<file path="src/rtl/debug_cmd_port_if.sv">
// Byte-stream and register-file debug bus between host bridge, core and debug_cmd_port.
// rx/tx follow valid/ready: a byte moves on a clock edge where valid & ready are both high; valid holds data stable until then.
interface debug_cmd_port_if;
  logic [7:0]  rx_data;
  logic        rx_valid;
  logic        rx_ready;
  logic [7:0]  tx_data;
  logic        tx_valid;
  logic        tx_ready;
  logic        dbg_halt;
  logic        dbg_halted;
  logic [4:0]  dbg_raddr;
  logic [31:0] dbg_rdata;
  logic        dbg_we;
  logic [4:0]  dbg_waddr;
  logic [31:0] dbg_wdata;

  // Responder side.
  modport slave (
    input  rx_data, rx_valid, tx_ready, dbg_halted, dbg_rdata,
    output rx_ready, tx_data, tx_valid, dbg_halt, dbg_raddr, dbg_we, dbg_waddr, dbg_wdata
  );

  // Host bridge plus core side.
  modport master (
    output rx_data, rx_valid, tx_ready, dbg_halted, dbg_rdata,
    input  rx_ready, tx_data, tx_valid, dbg_halt, dbg_raddr, dbg_we, dbg_waddr, dbg_wdata
  );
endinterface

</file>
<file path="src/rtl/debug_cmd_port.sv">
// Debug command responder: decodes host command bytes, halts/resumes the core and
// reads/writes register-file entries, answering with response bytes.
module debug_cmd_port #(
  parameter int TIMEOUT_CYCLES = 1024
) (
  input  logic             clk,
  input  logic             rst_n,
  debug_cmd_port_if.slave  bus,
  output logic [2:0]       fsm_state
);

  typedef enum logic [2:0] {
    S_IDLE,
    S_DECODE,
    S_CAPTURE,
    S_GET_DATA,
    S_DO_WRITE,
    S_WAIT_HALT,
    S_SEND
  } state_t;

  localparam logic [2:0] OP_READ   = 3'b001;
  localparam logic [2:0] OP_WRITE  = 3'b010;
  localparam logic [2:0] OP_HALT   = 3'b100;
  localparam logic [2:0] OP_RESUME = 3'b101;
  localparam logic [7:0] RESP_OK   = 8'hAA;
  localparam logic [7:0] RESP_ERR  = 8'hEE;
  localparam int         TW        = (TIMEOUT_CYCLES > 1) ? $clog2(TIMEOUT_CYCLES) : 1;

  state_t        state;
  logic [2:0]    op_q;
  logic [4:0]    addr_q;
  logic [1:0]    cnt;
  logic [TW-1:0] timer;
  logic [23:0]   shreg;
  logic [1:0]    left;
  logic          we_phase;
  logic          write_ok;
  logic          rx_fire;
  logic          tx_fire;

  assign rx_fire   = bus.rx_valid & bus.rx_ready;
  assign tx_fire   = bus.tx_valid & bus.tx_ready;
  assign fsm_state = state;

  always_ff @(posedge clk or negedge rst_n) begin
    if (!rst_n) begin
      state         <= S_IDLE;
      op_q          <= '0;
      addr_q        <= '0;
      cnt           <= '0;
      timer         <= '0;
      shreg         <= '0;
      left          <= '0;
      we_phase      <= 1'b0;
      write_ok      <= 1'b0;
      bus.rx_ready  <= 1'b0;
      bus.tx_data   <= '0;
      bus.tx_valid  <= 1'b0;
      bus.dbg_halt  <= 1'b0;
      bus.dbg_raddr <= '0;
      bus.dbg_we    <= 1'b0;
      bus.dbg_waddr <= '0;
      bus.dbg_wdata <= '0;
    end else begin
      bus.dbg_we <= 1'b0;
      case (state)
        S_IDLE: begin
          bus.rx_ready <= 1'b1;
          if (rx_fire) begin
            bus.rx_ready <= 1'b0;
            op_q         <= bus.rx_data[7:5];
            addr_q       <= bus.rx_data[4:0];
            if (bus.rx_data[7:5] == OP_READ) bus.dbg_raddr <= bus.rx_data[4:0];
            state        <= S_DECODE;
          end
        end

        S_DECODE: begin
          case (op_q)
            OP_READ: begin
              if (bus.dbg_halted) begin
                state <= S_CAPTURE;
              end else begin
                bus.tx_valid <= 1'b1;
                bus.tx_data  <= RESP_ERR;
                left         <= 2'd0;
                state        <= S_SEND;
              end
            end
            // Data bytes are collected even when not halted so the command is fully consumed.
            OP_WRITE: begin
              cnt           <= 2'd0;
              timer         <= '0;
              bus.rx_ready  <= 1'b1;
              bus.dbg_waddr <= addr_q;
              state         <= S_GET_DATA;
            end
            OP_HALT: begin
              bus.dbg_halt <= 1'b1;
              state        <= S_WAIT_HALT;
            end
            OP_RESUME: begin
              bus.dbg_halt <= 1'b0;
              bus.tx_valid <= 1'b1;
              bus.tx_data  <= RESP_OK;
              left         <= 2'd0;
              state        <= S_SEND;
            end
            default: begin
              bus.tx_valid <= 1'b1;
              bus.tx_data  <= RESP_ERR;
              left         <= 2'd0;
              state        <= S_SEND;
            end
          endcase
        end

        S_CAPTURE: begin
          bus.tx_valid <= 1'b1;
          bus.tx_data  <= bus.dbg_rdata[7:0];
          shreg        <= bus.dbg_rdata[31:8];
          left         <= 2'd3;
          state        <= S_SEND;
        end

        S_GET_DATA: begin
          if (rx_fire) begin
            bus.dbg_wdata[{cnt, 3'b000} +: 8] <= bus.rx_data;
            timer <= '0;
            cnt   <= cnt + 2'd1;
            if (cnt == 2'd3) begin
              bus.rx_ready <= 1'b0;
              we_phase     <= 1'b0;
              state        <= S_DO_WRITE;
            end
          end else if (timer == TW'(TIMEOUT_CYCLES - 1)) begin
            // Host went quiet: drop the partial write, rx_ready stays high for the next opcode.
            state <= S_IDLE;
          end else begin
            timer <= timer + 1'b1;
          end
        end

        // Two cycles: strobe dbg_we, then launch the response one cycle behind it.
        S_DO_WRITE: begin
          if (!we_phase) begin
            we_phase   <= 1'b1;
            write_ok   <= bus.dbg_halted;
            bus.dbg_we <= bus.dbg_halted && (addr_q != 5'd0);
          end else begin
            bus.tx_valid <= 1'b1;
            bus.tx_data  <= write_ok ? RESP_OK : RESP_ERR;
            left         <= 2'd0;
            state        <= S_SEND;
          end
        end

        S_WAIT_HALT: begin
          if (bus.dbg_halted) begin
            bus.tx_valid <= 1'b1;
            bus.tx_data  <= RESP_OK;
            left         <= 2'd0;
            state        <= S_SEND;
          end
        end

        S_SEND: begin
          if (tx_fire) begin
            if (left == 2'd0) begin
              bus.tx_valid <= 1'b0;
              bus.rx_ready <= 1'b1;
              state        <= S_IDLE;
            end else begin
              bus.tx_data <= shreg[7:0];
              shreg       <= {8'h00, shreg[23:8]};
              left        <= left - 2'd1;
            end
          end
        end

        default: state <= S_IDLE;
      endcase
    end
  end

endmodule

</file>
<file path="src/flat_wrapper.sv">
// flat-port wrapper written by rule: the top's interface ports become plain ports
module debug_cmd_port_flat 
#(
  parameter int TIMEOUT_CYCLES = 1024
)
  (clk, rst_n, fsm_state, bus_rx_data, bus_rx_valid, bus_tx_ready, bus_dbg_halted, bus_dbg_rdata, bus_rx_ready, bus_tx_data, bus_tx_valid, bus_dbg_halt, bus_dbg_raddr, bus_dbg_we, bus_dbg_waddr, bus_dbg_wdata);
  debug_cmd_port_if bus_i ();
  input  logic clk;
  input  logic rst_n;
  output logic [2:0] fsm_state;
  input wire logic [$bits(bus_i.rx_data)-1:0] bus_rx_data;
  input wire logic [$bits(bus_i.rx_valid)-1:0] bus_rx_valid;
  input wire logic [$bits(bus_i.tx_ready)-1:0] bus_tx_ready;
  input wire logic [$bits(bus_i.dbg_halted)-1:0] bus_dbg_halted;
  input wire logic [$bits(bus_i.dbg_rdata)-1:0] bus_dbg_rdata;
  output wire logic [$bits(bus_i.rx_ready)-1:0] bus_rx_ready;
  output wire logic [$bits(bus_i.tx_data)-1:0] bus_tx_data;
  output wire logic [$bits(bus_i.tx_valid)-1:0] bus_tx_valid;
  output wire logic [$bits(bus_i.dbg_halt)-1:0] bus_dbg_halt;
  output wire logic [$bits(bus_i.dbg_raddr)-1:0] bus_dbg_raddr;
  output wire logic [$bits(bus_i.dbg_we)-1:0] bus_dbg_we;
  output wire logic [$bits(bus_i.dbg_waddr)-1:0] bus_dbg_waddr;
  output wire logic [$bits(bus_i.dbg_wdata)-1:0] bus_dbg_wdata;
  assign bus_i.rx_data = bus_rx_data;
  assign bus_i.rx_valid = bus_rx_valid;
  assign bus_i.tx_ready = bus_tx_ready;
  assign bus_i.dbg_halted = bus_dbg_halted;
  assign bus_i.dbg_rdata = bus_dbg_rdata;
  assign bus_rx_ready = bus_i.rx_ready;
  assign bus_tx_data = bus_i.tx_data;
  assign bus_tx_valid = bus_i.tx_valid;
  assign bus_dbg_halt = bus_i.dbg_halt;
  assign bus_dbg_raddr = bus_i.dbg_raddr;
  assign bus_dbg_we = bus_i.dbg_we;
  assign bus_dbg_waddr = bus_i.dbg_waddr;
  assign bus_dbg_wdata = bus_i.dbg_wdata;
  debug_cmd_port #(.TIMEOUT_CYCLES(TIMEOUT_CYCLES)) u_core (.clk(clk), .rst_n(rst_n), .bus(bus_i), .fsm_state(fsm_state));
endmodule
</file>
<file path="config.mk">
export PLATFORM = sky130hd
export DESIGN_NAME = debug_cmd_port_flat
export DESIGN_NICKNAME = d
export VERILOG_FILES = /design/src/rtl/debug_cmd_port_if.sv /design/src/rtl/debug_cmd_port.sv /design/src/flat_wrapper.sv
export SDC_FILE = /design/constraint.sdc
export NUM_CORES = 1
export LEC_CHECK = 0
export ABC_AREA = 1
export CORE_MARGIN = 3
export CORE_UTILIZATION = 50
export CTS_CLUSTER_SIZE = 8
export DETAILED_ROUTE_END_ITERATION = 6
export PLACE_DENSITY_LB_ADDON = 0.05
export SYNTH_ARGS = -nofsm -noshare
export SYNTH_HDL_FRONTEND = slang
export SYNTH_SLANG_ARGS = --single-unit
</file>
<file path="constraint.sdc">
create_clock -name clk -period 3.98 [get_ports clk]
set_input_delay 0.995 -clock clk [delete_from_list [all_inputs] [get_ports clk]]
set_output_delay 0.995 -clock clk [all_outputs]
set_load 0.02 [all_outputs]
</file>
==> results.toml, run 1 <==
[sta]
tns_ns = 0
rsz0062_at_grt = "false"
fmax_mhz = 378
slew_viol_final = 0
setup_viol = 0
worst_pin_slew_ns = 0.916
maxSlewHeadroom_pct = 38.9
period_needed_ns = 2.65
fin_worst_skew_ns = 0.0145
timing.final.crit_share_pct = 66.5
final_hold_viol_count = 0

[clocking]
clk_latency_ns = 0.36
cts_setup_buffers = 0
cts_tree = "done"
cts.path.max_buffers = 2
cts_buffers = 9
root_buffer = "clkbuf_8"
clock-sinks = 105
clkSlewWorstSetupHoldPaths_ns = 0.10
ctsHtreeMaxLevel = 3
hold_buffers = 0
ctsResizeCount = 0

[floorplan]
fp.dieH_um = 107
core_area_um2 = 9820
die_area_um2 = 11400
die-width_um = 107
std_cell_rows = 36
start_util_pct = 51.9
pin_count = 102

[pwr]
power_uw = 4030
ir_drop_uv = 318
powerDensity_nw_per_um2 = 634
leakagePower_uw = 0.00307

[worst_setup_path]
crit_slowest_cell = "dfrtp_1"
critPathKind = "reg -> reg"
worst_ep_arrival_time_ns = 2.95
cp_cell_sequence = "inv_1, ha_1, clkinv_1, nor2_1, nand3_1, nand2_1"
path_depth = 6
cp_top_family = "flip-flops"
end_kind = "register"
critPathBufInv = 2
cp_max_fo = 24
r2r_cells = 6
start_kind = "register"
required_ns = 4.29
r2r-start = "u_core.cnt[0]"
r2r-end = "u_core.bus.dbg_wdata[21]"
rrSetupSlack_ns = 1.33
critPathMaxStageDelay_ns = 0.83

[worst_hold_path]
hold_path_end = "u_core.bus.tx_data[4]"
hold_start = "u_core.bus.tx_data[4]"
hold_path_class = "reg -> reg"
hold_depth = 2

[placed_design]
dp_hpwl_um = 8830
port_buffers = 101
routabilityCongestion = 0.865

[synthesis]
synth_warnings = 0
ys.flop_type = "dfrtp_1"
synth-seq-area-share_pct = 51.6
synth_cell_type_count = 24
ys_async_sr_fraction_pct = 100
syn_inst = 625
syn_nets = 678
yosys-top-cells-count = "nand2_1, dfrtp_1, o21ai_0"
avgSynthCellArea_um2 = 8.15
ys_seq_elements = 105
syn_area_um2 = 5090
yosys.area.top_type = "dfrtp_1"
yosysTopAreaCellShare_pct = 51.6
synth_area_leaders = "dfrtp_1, nand2_1, o21ai_0"
yosysMostFrequentCell = "nand2_1"
synth_edf_count = 0

[route]
drt_wl_total_um = 12000
vias_per_cell = 5.16
ant_nets = 0
firstDrtPassIters = 7
dr.first_iter.drc_count = 283
num_vias = 4424
wl_per_cell_um = 14.0
drc = 0

[grt]
use_met1_pct = 33.3
grt_max_degree = 75
grt.overflow.total = 0
grt_util_all_layers_pct = 22.0
antenna_found_initial = 0
use_met3_pct = 3.85
grt_busiest_layer = "met1"
grtUsageMet2_pct = 32.8
grt_pass1_wl_um = 20300
grt_pass1_vias = 4181

[run_status]
outcome = "completed"

[cells_and_area]
diodes = 0
nFillCells = 908
drive_gt1_share_pct = 5.94
fin_nets = 773
area_growth_pct = 24.6

[job]
cap_violations = 0
cell usage in the layout, fill, tap and decap left out, types with 6 or more instances in the layout:
cell / instances
dfrtp_1: 105
nand3_1: 46
o21ai_1: 18
o211ai_1: 15
a21oi_1: 16
clkdlybuf4s50_1: 100
nor2_4: 7
nand4_1: 23
ha_1: 8
clkbuf_8: 9
nor2_1: 40
inv_1: 68
nand2_2: 8
nand2_1: 165
buf_4: 6
o21ai_0: 71
cells by family (layout without fill, tap and decap cells):
logic type | Yosys count | after routing | share of synthesized area [%]
compound gates | 121 | 121 | 12.7
fa+ha+maj | 8 | 8 | 1.97
buf+inv | 96 | 195 | 7.84
flops | 105 | 105 | 51.6
simple gates | 295 | 295 | 25.9
cell type report:
type	count	area [µm²]	share of cell area [%]
tap	133	166	2.62
inverter	74	278	4.38
multi-input combinational	424	2070	32.6
sequential	105	2630	41.4
timing repair buffer	106	1050	16.5
clock inverter	4	30.0	0.473
clock buffer	11	131	2.07
registers in the layout, summed over array words and instances, names as in the netlist, 2 cells and up:
signal,count
u_core.addr_q,5
u_core.left,2
u_core.shreg,24
u_core.timer,10
u_core.bus.dbg_wdata,32
u_core.op_q,3
u_core.bus.tx_data,8
u_core.fsm_state,3
u_core.cnt,2
u_core.bus.dbg_raddr,5
u_core.bus.dbg_waddr,5
worst max path at each step:
stage,startpoint,endpoint,slack (ns)
after floorplan,u_core.cnt[0],u_core.bus.dbg_wdata[16],1.66
after global placement,bus_dbg_halted,u_core.bus.tx_data[6],1.17
after detailed placement,bus_dbg_halted,u_core.left[1],1.08
after CTS,u_core.fsm_state[2],fsm_state[2],1.33
after global routing,u_core.cnt[0],u_core.bus.dbg_wdata[21],1.0
final,u_core.cnt[0],u_core.bus.dbg_wdata[21],1.33
layer usage:
layer | vias to the layer above | part of all wire, %
met5 | - | 0
met4 | 0 | 1.2
met3 | 13 | 4.5
met2 | 101 | 45
met1 | 2079 | 49
li1 | 2231 | -
worst register-to-register path: cells and delay by family, from the launching register on:
kind	cells	cell delay, ns
adder cells (fa/ha/maj)	1	0.53
flip-flops	1	0.83
AND/OR/NAND/NOR	3	0.70
buffers and inverters	2	0.56
where the power goes:
part / switching, µW / internal, µW
Clock: 351 / 228
Sequential: 220 / 1390
Combinational: 1170 / 669
through the flow:
stage	cells	hold slack [ns]	cell area, µm²	util (%)	worst slack [ns]
3_3_place_gp	842	0.457	6180	63.0	1.17
2_1_floorplan	625	0.442	5090	-	1.66
3_5_place_dp	842	0.462	6180	63.0	1.08
4_1_cts	857	0.488	6340	64.6	1.33
6_report	857	0.487	6340	64.6	1.33
5_1_grt	857	0.516	6340	64.6	0.999
Note: power is estimated with default switching activity, not from simulation.
==> inputs of run 2 (changes only) <==
--- a/config.mk
+++ b/config.mk
@@ -7,7 +7,7 @@
 export LEC_CHECK = 0
 export ABC_AREA = 1
 export CORE_MARGIN = 3
-export CORE_UTILIZATION = 50
+export CORE_UTILIZATION = 47
 export CTS_CLUSTER_SIZE = 8
 export DETAILED_ROUTE_END_ITERATION = 6
 export PLACE_DENSITY_LB_ADDON = 0.05
==> constraint.sdc (replaced) <==
create_clock -name clk -period 2.4 [get_ports clk]
set_input_delay 0.6 -clock clk [delete_from_list [all_inputs] [get_ports clk]]
set_output_delay 0.6 -clock clk [all_outputs]
set_load 0.02 [all_outputs]
==> results.toml, run 2 (synthesis gave the netlist of run 1 again) <==
[run_status]
outcome = "completed"

[grt]
antenna_found_initial = 0
grt_max_degree = 41
grt_pass1_vias = 4346
grt.overflow.total = 0
grt_pass1_wl_um = 20800
grt_util_all_layers_pct = 21.7

[clocking]
ctsHtreeMaxLevel = 3
clock-sinks = 105
ctsResizeCount = 0
clkSlewWorstSetupHoldPaths_ns = 0.10
clk_latency_ns = 0.37
cts_buffers = 9
cts_tree = "done"
cts_setup_buffers = 0
cts.path.max_buffers = 2
hold_buffers = 0
root_buffer = "clkbuf_8"

[route]
dr.first_iter.drc_count = 252
vias_per_cell = 5.13
ant_nets = 0
firstDrtPassIters = 5
num_vias = 4450
wl_per_cell_um = 14.2
drt_wl_total_um = 12300
drc = 0

[sta]
worst_pin_slew_ns = 0.559
slew_viol_final = 0
maxSlewHeadroom_pct = 62.6
setup_viol = 0
period_needed_ns = 2.24
timing.final.crit_share_pct = 93.4
fmax_mhz = 446
rsz0062_at_grt = "false"
final_hold_viol_count = 0
tns_ns = 0
fin_worst_skew_ns = 0.0157
worst_hold_slack_ns = 0.152

[placed_design]
placed_area_um2 = 6270
port_buffers = 101
place_inst = 851
routabilityCongestion = 0.876
dp_hpwl_um = 9050

[job]
cap_violations = 0

[floorplan]
core_area_um2 = 10400
start_util_pct = 48.9
pin_count = 102
fp.dieH_um = 110
die-width_um = 110
die_area_um2 = 12100
std_cell_rows = 37

[cells_and_area]
postLayoutCellArea_um2 = 6470
final_common_cell = "nand2_1"
seq_area_um2 = 2630
top_regs = "u_core.bus.dbg_wdata: 32 flops, u_core.shreg: 24 flops, u_core.timer: 10 flops"
largest_register_ffs = 32
nFillCells = 974
stdcell_count = 867
area_growth_pct = 27.0
multi_input_comb_area_um2 = 2070
final_cell_mix = "nand2_1, dfrtp_1, clkdlybuf4s50_1"
diodes = 0
regMostFlops = "u_core.bus.dbg_wdata"
drive_gt1_share_pct = 7.11
fin_nets = 779

[worst_setup_path]
end_kind = "output port"
critPathKind = "reg -> out"
critPathBufInv = 1
cp_top_family = "buffers and inverters"
required_ns = 1.80
cp_max_fo = 8
cp_cell_sequence = "clkdlybuf4s50_1"
critPathMaxStageDelay_ns = 0.69
crit_slowest_cell = "clkdlybuf4s50_1"
worst_ep_arrival_time_ns = 1.64
start_kind = "register"

[pwr]
ir_drop_uv = 528
leakagePower_uw = 0.00313
powerDensity_nw_per_um2 = 1060

[worst_hold_path]
hold_path_class = "in -> async"
run 2: metal layers:
layer | global-route usage, % | up-vias | wire (µm)
met5 | 0 | - | 0
met4 | 6.51 | 0 | 142
li1 | - | 2237 | -
met3 | 4.25 | 11 | 806
met1 | 30.5 | 2076 | 5600
met2 | 34.3 | 126 | 5740
run 2: path summary, 6_finish.rpt:
check                                    start                       end  slack (ns)  cells after the start
setup / recovery           u_core.fsm_state[1]              fsm_state[1]        0.16                      1
hold / removal                           rst_n          u_core.shreg[19]        0.15                      1
setup reg to reg                 u_core.cnt[1]  u_core.bus.dbg_wdata[21]        0.29                      6
hold reg to reg                 u_core.left[1]            u_core.left[1]        0.48                      2
max in group asynchronous                rst_n           u_core.timer[0]        1.55                      2
min in group clk                u_core.left[1]            u_core.left[1]        0.48                      2
run 2: cell type report:
| cell class | count | share of cell area, % |
|---|---|---|
| Timing Repair Buffer | 112 | 17.5 |
| Clock inverter | 5 | 0.716 |
| Clock buffer | 11 | 2.34 |
| Inverter | 74 | 4.29 |
| Tap cell | 136 | 2.63 |
| Sequential cell | 105 | 40.6 |
| Multi-Input combinational cell | 424 | 31.9 |
run 2: report_power, final:
group          leakage (µW)  switching [µW]  total (µW)  internal [µW]
clock              0.000102             627        1080            452
sequential          0.00136             292        2590           2300
combinational       0.00167            2020        3210           1190
total               0.00313            2940        6880           3940
run 2: metrics by stage:
| stage | utilization (%) | setup WS (ns) | power [µW] |
|---|---|---|---|
| 6_report | 62.1 | 0.158 | 6880 |
| 5_1_grt | 62.1 | 0.0815 | 7460 |
| 4_1_cts | 62.1 | 0.139 | 6940 |
| 3_5_place_dp | 60.2 | 0.204 | 5830 |
| 3_3_place_gp | 60.2 | 0.286 | 5770 |
| 2_1_floorplan | - | 0.0846 | 4730 |
